==> config.mk <==
export PLATFORM = sky130hd
export DESIGN_NAME = mips_hazard_ctrl
export DESIGN_NICKNAME = d
export VERILOG_FILES = /design/src/rtl/mips_hazard_ctrl.sv
export SDC_FILE = /design/constraint.sdc
export NUM_CORES = 1
export LEC_CHECK = 0
export CAP_MARGIN = 20
export CORE_ASPECT_RATIO = 1.25
export CORE_MARGIN = 2
export CORE_UTILIZATION = 49
export CTS_CLUSTER_SIZE = 24
export DETAILED_ROUTE_END_ITERATION = 10
export PLACE_DENSITY = 0.81
export SYNTH_ARGS = -nofsm -noshare
export SYNTH_HDL_FRONTEND = slang
export SYNTH_SLANG_ARGS = --single-unit
==> constraint.sdc <==
create_clock -name clk -period 3.1 [get_ports clk]
set_input_delay 0.62 -clock clk [delete_from_list [all_inputs] [get_ports clk]]
set_output_delay 0.62 -clock clk [all_outputs]
set_load 0.005 [all_outputs]
==> src/rtl/mips_hazard_ctrl.sv <==
// Hazard control for the 5-stage MIPS pipeline: EX forwarding, load-use
// stall with configurable length, branch/jump flush steering, perf counters.
module mips_hazard_ctrl #(
    parameter int REG_ADDR_W = 5,
    parameter int LOAD_STALL = 1,
    parameter int CNT_W      = 32
) (
    input  logic                  clk,
    input  logic                  reset,
    input  logic [REG_ADDR_W-1:0] id_rs,
    input  logic [REG_ADDR_W-1:0] id_rt,
    input  logic                  id_uses_rs,
    input  logic                  id_uses_rt,
    input  logic [REG_ADDR_W-1:0] ex_rs,
    input  logic [REG_ADDR_W-1:0] ex_rt,
    input  logic                  ex_mem_read,
    input  logic [REG_ADDR_W-1:0] ex_write_reg,
    input  logic                  mem_reg_write,
    input  logic                  wb_reg_write,
    input  logic [REG_ADDR_W-1:0] mem_write_reg,
    input  logic [REG_ADDR_W-1:0] wb_write_reg,
    input  logic                  branch_taken,
    input  logic                  jump_id,
    input  logic                  wb_valid,
    input  logic                  cnt_clear,
    output logic                  pc_enable,
    output logic                  if_id_enable,
    output logic                  if_id_flush,
    output logic                  id_ex_flush,
    output logic                  ex_mem_flush,
    output logic [1:0]            fwd_a,
    output logic [1:0]            fwd_b,
    output logic [CNT_W-1:0]      cycle_cnt,
    output logic [CNT_W-1:0]      stall_cnt,
    output logic [CNT_W-1:0]      flush_cnt,
    output logic [CNT_W-1:0]      retire_cnt
);

    typedef enum logic {
        RUN,
        STALL
    } state_t;

    localparam logic [3:0] SCNT_INIT = 4'(LOAD_STALL - 1);
    localparam logic [REG_ADDR_W-1:0] ZERO_REG = '0;

    state_t     state, state_n;
    logic [3:0] scnt, scnt_n;

    logic lu;
    logic stall;
    logic jump_acc;

    function automatic logic [1:0] fwd_sel(
        input logic [REG_ADDR_W-1:0] src
    );
        if (mem_reg_write && mem_write_reg != ZERO_REG &&
            mem_write_reg == src)
            return 2'b10;
        else if (wb_reg_write && wb_write_reg != ZERO_REG &&
                 wb_write_reg == src)
            return 2'b01;
        else
            return 2'b00;
    endfunction

    function automatic logic [CNT_W-1:0] sat_inc(
        input logic [CNT_W-1:0] v,
        input logic             en
    );
        if (en && v != {CNT_W{1'b1}})
            return v + CNT_W'(1);
        else
            return v;
    endfunction

    always_comb begin
        fwd_a = 2'b00;
        fwd_b = 2'b00;
        if (!reset) begin
            fwd_a = fwd_sel(ex_rs);
            fwd_b = fwd_sel(ex_rt);
        end
    end

    always_comb begin
        lu = ex_mem_read && ex_write_reg != ZERO_REG &&
             ((id_uses_rs && ex_write_reg == id_rs) ||
              (id_uses_rt && ex_write_reg == id_rt));
    end

    // A pending multi-cycle stall holds regardless of the current ID contents
    always_comb begin
        stall    = !reset && !branch_taken &&
                   (state == STALL || lu);
        jump_acc = !reset && !branch_taken && !stall && jump_id;
    end

    always_comb begin
        pc_enable    = 1'b1;
        if_id_enable = 1'b1;
        if_id_flush  = 1'b0;
        id_ex_flush  = 1'b0;
        ex_mem_flush = 1'b0;
        if (reset) begin
            pc_enable = 1'b1;
        end else if (branch_taken) begin
            if_id_flush  = 1'b1;
            id_ex_flush  = 1'b1;
            ex_mem_flush = 1'b1;
        end else if (stall) begin
            pc_enable    = 1'b0;
            if_id_enable = 1'b0;
            id_ex_flush  = 1'b1;
        end else if (jump_id) begin
            if_id_flush = 1'b1;
        end
    end

    always_comb begin
        state_n = state;
        scnt_n  = scnt;
        if (branch_taken) begin
            state_n = RUN;
            scnt_n  = 4'd0;
        end else begin
            case (state)
                RUN: begin
                    if (lu && LOAD_STALL > 1) begin
                        state_n = STALL;
                        scnt_n  = SCNT_INIT;
                    end
                end
                STALL: begin
                    if (scnt <= 4'd1) begin
                        state_n = RUN;
                        scnt_n  = 4'd0;
                    end else begin
                        scnt_n = scnt - 4'd1;
                    end
                end
                default: begin
                    state_n = RUN;
                    scnt_n  = 4'd0;
                end
            endcase
        end
    end

    always_ff @(posedge clk) begin
        if (reset) begin
            state <= RUN;
            scnt  <= 4'd0;
        end else begin
            state <= state_n;
            scnt  <= scnt_n;
        end
    end

    always_ff @(posedge clk) begin
        if (reset || cnt_clear) begin
            cycle_cnt  <= '0;
            stall_cnt  <= '0;
            flush_cnt  <= '0;
            retire_cnt <= '0;
        end else begin
            cycle_cnt  <= sat_inc(cycle_cnt, 1'b1);
            stall_cnt  <= sat_inc(stall_cnt, !pc_enable);
            flush_cnt  <= sat_inc(flush_cnt, branch_taken || jump_acc);
            retire_cnt <= sat_inc(retire_cnt, wb_valid);
        end
    end

endmodule

Yosys cells after proc, flatten, opt, wreduce, memory -nomap -nowiden. Cells that the tools add are included.

Latch bits: 0. ROM bits: 0. Memories: 0. Bits in registers: 133. Input port bits: 46. RAM bits: 0.

Bitwise logic cells: 1. Shifts and indexed selects: 0. Divide/modulo/power cells: 0. Muxes and demuxes: 20. Magnitude comparators: 1. Reduce and logical (&&, ||, !) cells: 30. Multipliers: 0. Equality and inequality tests: 10. $add $sub $neg: 5.

Operator list (count): $add A32 B1 Y32 const B (4); $ne A32 B32 Y1 const B (4); $eq A5 B5 Y1 (6); $logic_and A1 B1 Y1 (17); $mux W1 (15); $reduce_bool A5 Y1 (3); $mux W2 (4); $le A4 B1 Y1 const B (1); $logic_not A1 Y1 (4); $logic_or A1 B1 Y1 (4); $mux W4 (1); $sub A4 B1 Y4 const B (1); $reduce_or A3 Y1 (1); $reduce_or A2 Y1 (1); $not A1 Y1 (1).

Longest topological paths before layout.
Word-level depth: 11. Mapped depth: 9. Mapped depth without buffers: 8.

Least setup slack after synthesis. Ideal clock, no wire load.

Kind: input-to-output. From: in ex_write_reg[1]. To: out pc_enable. Buffers on the path: 3. Slack: 0.474 ns. Stages: 7. Data arrival time: 2.006 ns. Data required time: 2.480 ns. Path through: or4_1 > o21ai_2 > a21oi_1 > o21ai_0 > buf_2 > buf_2 > buf_4.

Cells in the longest elaborated chain, start to end: 9. Elaborated cells between the ends (all ways): 13.

RTL lines: from (decl) (RTL line 17) `input logic [REG_ADDR_W-1:0] ex_write_reg,`; $eq A5 B5 Y1, on equally long branches (RTL line 88, 89); $logic_and A1 B1 Y1, on equally long branches (RTL line 88, 89); $logic_or A1 B1 Y1 (RTL line 88) `((id_uses_rs && ex_write_reg == id_rs) ||`; $logic_and A1 B1 Y1 * (RTL line 87) `lu = ex_mem_read && ex_write_reg != ZERO_REG &&`; $logic_or A1 B1 Y1 * (RTL line 95) `(state == STALL || lu);`; $logic_and A1 B1 Y1 * (RTL line 94) `stall = !reset && !branch_taken &&`; $mux W1 * (3 in a row); to (decl) (RTL line 26) `output logic pc_enable,`.

Mark *: on every way between the ends. The rest lies on a longest branch, timed or not.

Worst setup path in the final report.
From: in ex_write_reg[3]. To: out if_id_flush.

Cells in the longest elaborated chain, start to end: 9. Elaborated cells between the ends (all ways): 13.

RTL lines: $eq A5 B5 Y1, on equally long branches (RTL line 88, 89); $logic_and A1 B1 Y1, on equally long branches (RTL line 88, 89); $logic_or A1 B1 Y1 (RTL line 88); $logic_and A1 B1 Y1 * (RTL line 87); $logic_or A1 B1 Y1 * (RTL line 95); $logic_and A1 B1 Y1 * (RTL line 94); $mux W1 * (RTL line 111) `end else if (stall) begin`; $mux W1 * (RTL line 107) `end else if (branch_taken) begin`; $mux W1 * (RTL line 105) `if (reset) begin`; to (decl) (RTL line 28) `output logic if_id_flush,`.

Marks and branches as above.

==> results.yml <==
worst_setup_path:
  critPathKind: "in -> out"
  critPathCaptureType: "output port"
  worst-path-buf-inv: 3
  crit_slowest_cell: "clkdlybuf4s50_1"
  cp-start-kind: "input port"
  critical_path_arrival_ps: 2410
  r2r_cells: 8
  crit_family: "buffers and inverters"
  path_cells: "clkdlybuf4s50_1 > buf_4 > xnor2_1 > nand4_1 > o22ai_2 > nor2b_4 > nor2_2 > a21oi_1 > nor2_1 > dlygate4sd2_1"
  required_ps: 2480
  crit_path_max_incr_delay_ps: 430
  cp.depth: 10
  crit_path_max_fanout: 2
die:
  io_pins: 183
  start_util: 0.502
  dieArea_sq_um: 14600
  core_sq_um: 13300
  rows: 47
  die_w_um: 108
  die_h_um: 134
power_and_ir_drop:
  internal-power_mw: 3.20
  leakage_nw: 3.31
  total_power_mw: 4.11
  comb_power_share: 0.057
  switching_share: 0.221
  power_frac_clock: 0.524
  pwr-share-seq: 0.418
  ir_worst_vdd_mv: 0.308
  powerDensity_nw_per_um2: 430
  power_switching_mw: 0.909
drt:
  drt_iter0_drc: 433
  wl_per_cell_um: 14.9
  vias_per_cell: 5.48
  finalWirelength_mm: 17.9
  ant_nets: 0
  vias: 6574
  drc: 0
  dr.pass1.iters: 5
sta:
  max_slew_margin: 0.497
  finalSetupViolCount: 0
  hold_ws_ps: 488
  final.min_clock_period_ps: 3030
  hold_viol_final: 0
  finalWorstSetupSlack_ps: 72.2
  fin_skew_ps: 8.03
  period_share: 0.977
  fin_tns_setup_ps: 0
  clock.fmax_mhz: 330
  drv_slew: 0
  tightest_slew_ps: 751
finish:
  seqCellArea_sq_um: 2660
  nets: 1067
  n_fill_cell: 1026
  diodes: 0
  drive_above_1_share: 0.0905
  multi_input_area_sq_um: 3880
  postLayoutCellArea_sq_um: 9550
  syn2layout_area_growth_pct: 43.2
clock_network:
  tritoncts: "done"
  clk_latency_ps: 420
  cts_max_level: 4
  cts.clk_slew.worst_paths_ps: 60
  ctsLongestPathBuffers: 2
  cts_root_buffer: "clkbuf_16"
  numCtsBuffers: 17
  cts.sinks: 133
  postCtsHoldBufs: 0
placement:
  hpwlAfterDp_mm: 12.6
  place_area_sq_um: 8870
  port_buffers: 182
  pre_cts_ws_ps: -308
  place_congestion: 0.891
logic_synthesis:
  synth_area_leader_cell: "dfxtp_1"
  synth_async_sr_flop_share: 0
  synth_edf_count: 0
  synth_top_flop_cell: "dfxtp_1"
  syn_nets: 859
  synth_top_area_share: 0.399
  syn_area_sq_um: 6670
  synth_seq_cells: 133
  yosysMostFrequentCell: "dfxtp_1"
  netlist-cell-type-count: 45
  netlist_instances: 807
  synth.yosys.seq_area_share: 0.399
  synth_common_cells: "133 x dfxtp_1, 123 x nor2_1, 66 x xor2_1, 63 x xnor2_1, 60 x nand2_1"
  synth_area_leaders: "dfxtp_1 40%, xor2_1 8.7%, xnor2_1 8.3%, nor2_1 6.9%, nand4_1 4.1%"
  syn_area_per_cell_sq_um: 8.26
  ys_warn_count: 0
global_route:
  antenna_found_initial: 0
  grt_usage: 0.246
  grt_first_pass_wirelength_mm: 28.9
  overflow: 0
  grt_max_degree: 44
  grt_pass1_vias: 6171
hold_path:
  hp-class: "reg -> reg"
  min_path_cells: 2
flow_run:
  max_cap_viol_count: 0
outcome:
  status: "finished clean"
[sequential cells by signal, indices dropped and copies added (netlist names)]
register / cells
cycle_cnt: 32
flush_cnt: 32
retire_cnt: 32
scnt: 4
stall_cnt: 32
state: 1
[area by class of cell]
type                       count  share of cell area
multi-input combinational    629               0.406
sequential                   133               0.279
timing repair buffer         222               0.222
clock buffer                  19              0.0453
tap                          171              0.0224
clock inverter                13              0.0206
inverter                      12             0.00472
[cell families (layout without fill, tap and decap cells)]
logic type	Yosys count	in the layout	share of synthesized area
AND/OR/NAND/NOR	422	422	0.327
flip-flops	133	133	0.399
XOR/XNOR	129	129	0.169
AO/OA/AOI/OAI	67	67	0.0574
buffers and inverters	45	266	0.0282
adder cells (fa/ha/maj)	6	6	0.0113
multiplexers	5	5	0.00751
[stage by stage]
step / utilization / instances
finish: 0.719 / 1199
global route: 0.719 / 1199
CTS: 0.715 / 1198
detailed placement: 0.667 / 1166
global placement: 0.667 / 1166
floorplan: - / 807
[cell usage in the layout (no fill, tap or decap), drive strengths merged, types with 2 or more instances in the layout]
| cell type | n |
|---|---|
| a211oi | 2 |
| a21oi | 27 |
| a31oi | 7 |
| and2 | 13 |
| and3 | 27 |
| and4 | 14 |
| buf | 40 |
| bufinv | 4 |
| clkbuf | 21 |
| clkdlybuf4s50 | 175 |
| clkinv | 3 |
| clkinvlp | 2 |
| dfxtp | 133 |
| dlygate4sd2 | 4 |
| ha | 6 |
| inv | 16 |
| mux2i | 5 |
| nand2 | 61 |
| nand3 | 52 |
| nand4 | 45 |
| nand4b | 2 |
| nor2 | 123 |
| nor2b | 3 |
| nor3 | 37 |
| nor3b | 4 |
| nor4 | 11 |
| o211ai | 4 |
| o21ai | 22 |
| or2 | 3 |
| or3 | 17 |
| or4 | 8 |
| xnor2 | 63 |
| xor2 | 66 |
[metal layers]
layer / up-vias / routed length [um] / GRT usage
met1: 3056 / 7550 / 0.288
met4: 0 / 484 / 0.101
met5: - / 0 / 0
li1: 3232 / - / -
met3: 44 / 1070 / 0.0627
met2: 242 / 8790 / 0.423
[tightest hold or removal path: cells and delay by family, from the launching register on]
family / cells / cell delay, ps
DFF: 1 / 330
AOI/OAI and AO/OA: 1 / 50
and+or+nand+nor: 1 / 60
[timing repair]
item | 4_1_cts | 5_1_grt
gates resized for setup | 9 | 13
pin swaps | 2 | 5
endpoints found under the setup margin | 7 | 7
buffers inserted | 0 | 1
[worst paths after layout]
| path | startpoint | end | slack [ps] |
|---|---|---|---|
| min reg2reg | scnt[2]$_SDFFE_PP0P_ | scnt[2]$_SDFFE_PP0P_ | 490 |
| max | ex_write_reg[3] | if_id_flush | 70 |
| min | scnt[2]$_SDFFE_PP0P_ | scnt[2]$_SDFFE_PP0P_ | 490 |
| max reg2reg | stall_cnt[3]$_SDFFE_PP0P_ | stall_cnt[22]$_SDFFE_PP0P_ | 710 |
[power groups by stage]
stage	Sequential, mW	Clock (mW)	Combinational (mW)
3_3_place_gp	1.76	0	0.224
6_report	1.72	2.15	0.235
3_5_place_dp	1.76	0	0.227
4_1_cts	1.72	2.18	0.228
5_1_grt	1.72	2.25	0.253
2_1_floorplan	1.75	0	0.0901
No activity file was read; power rests on OpenSTA's default activity.
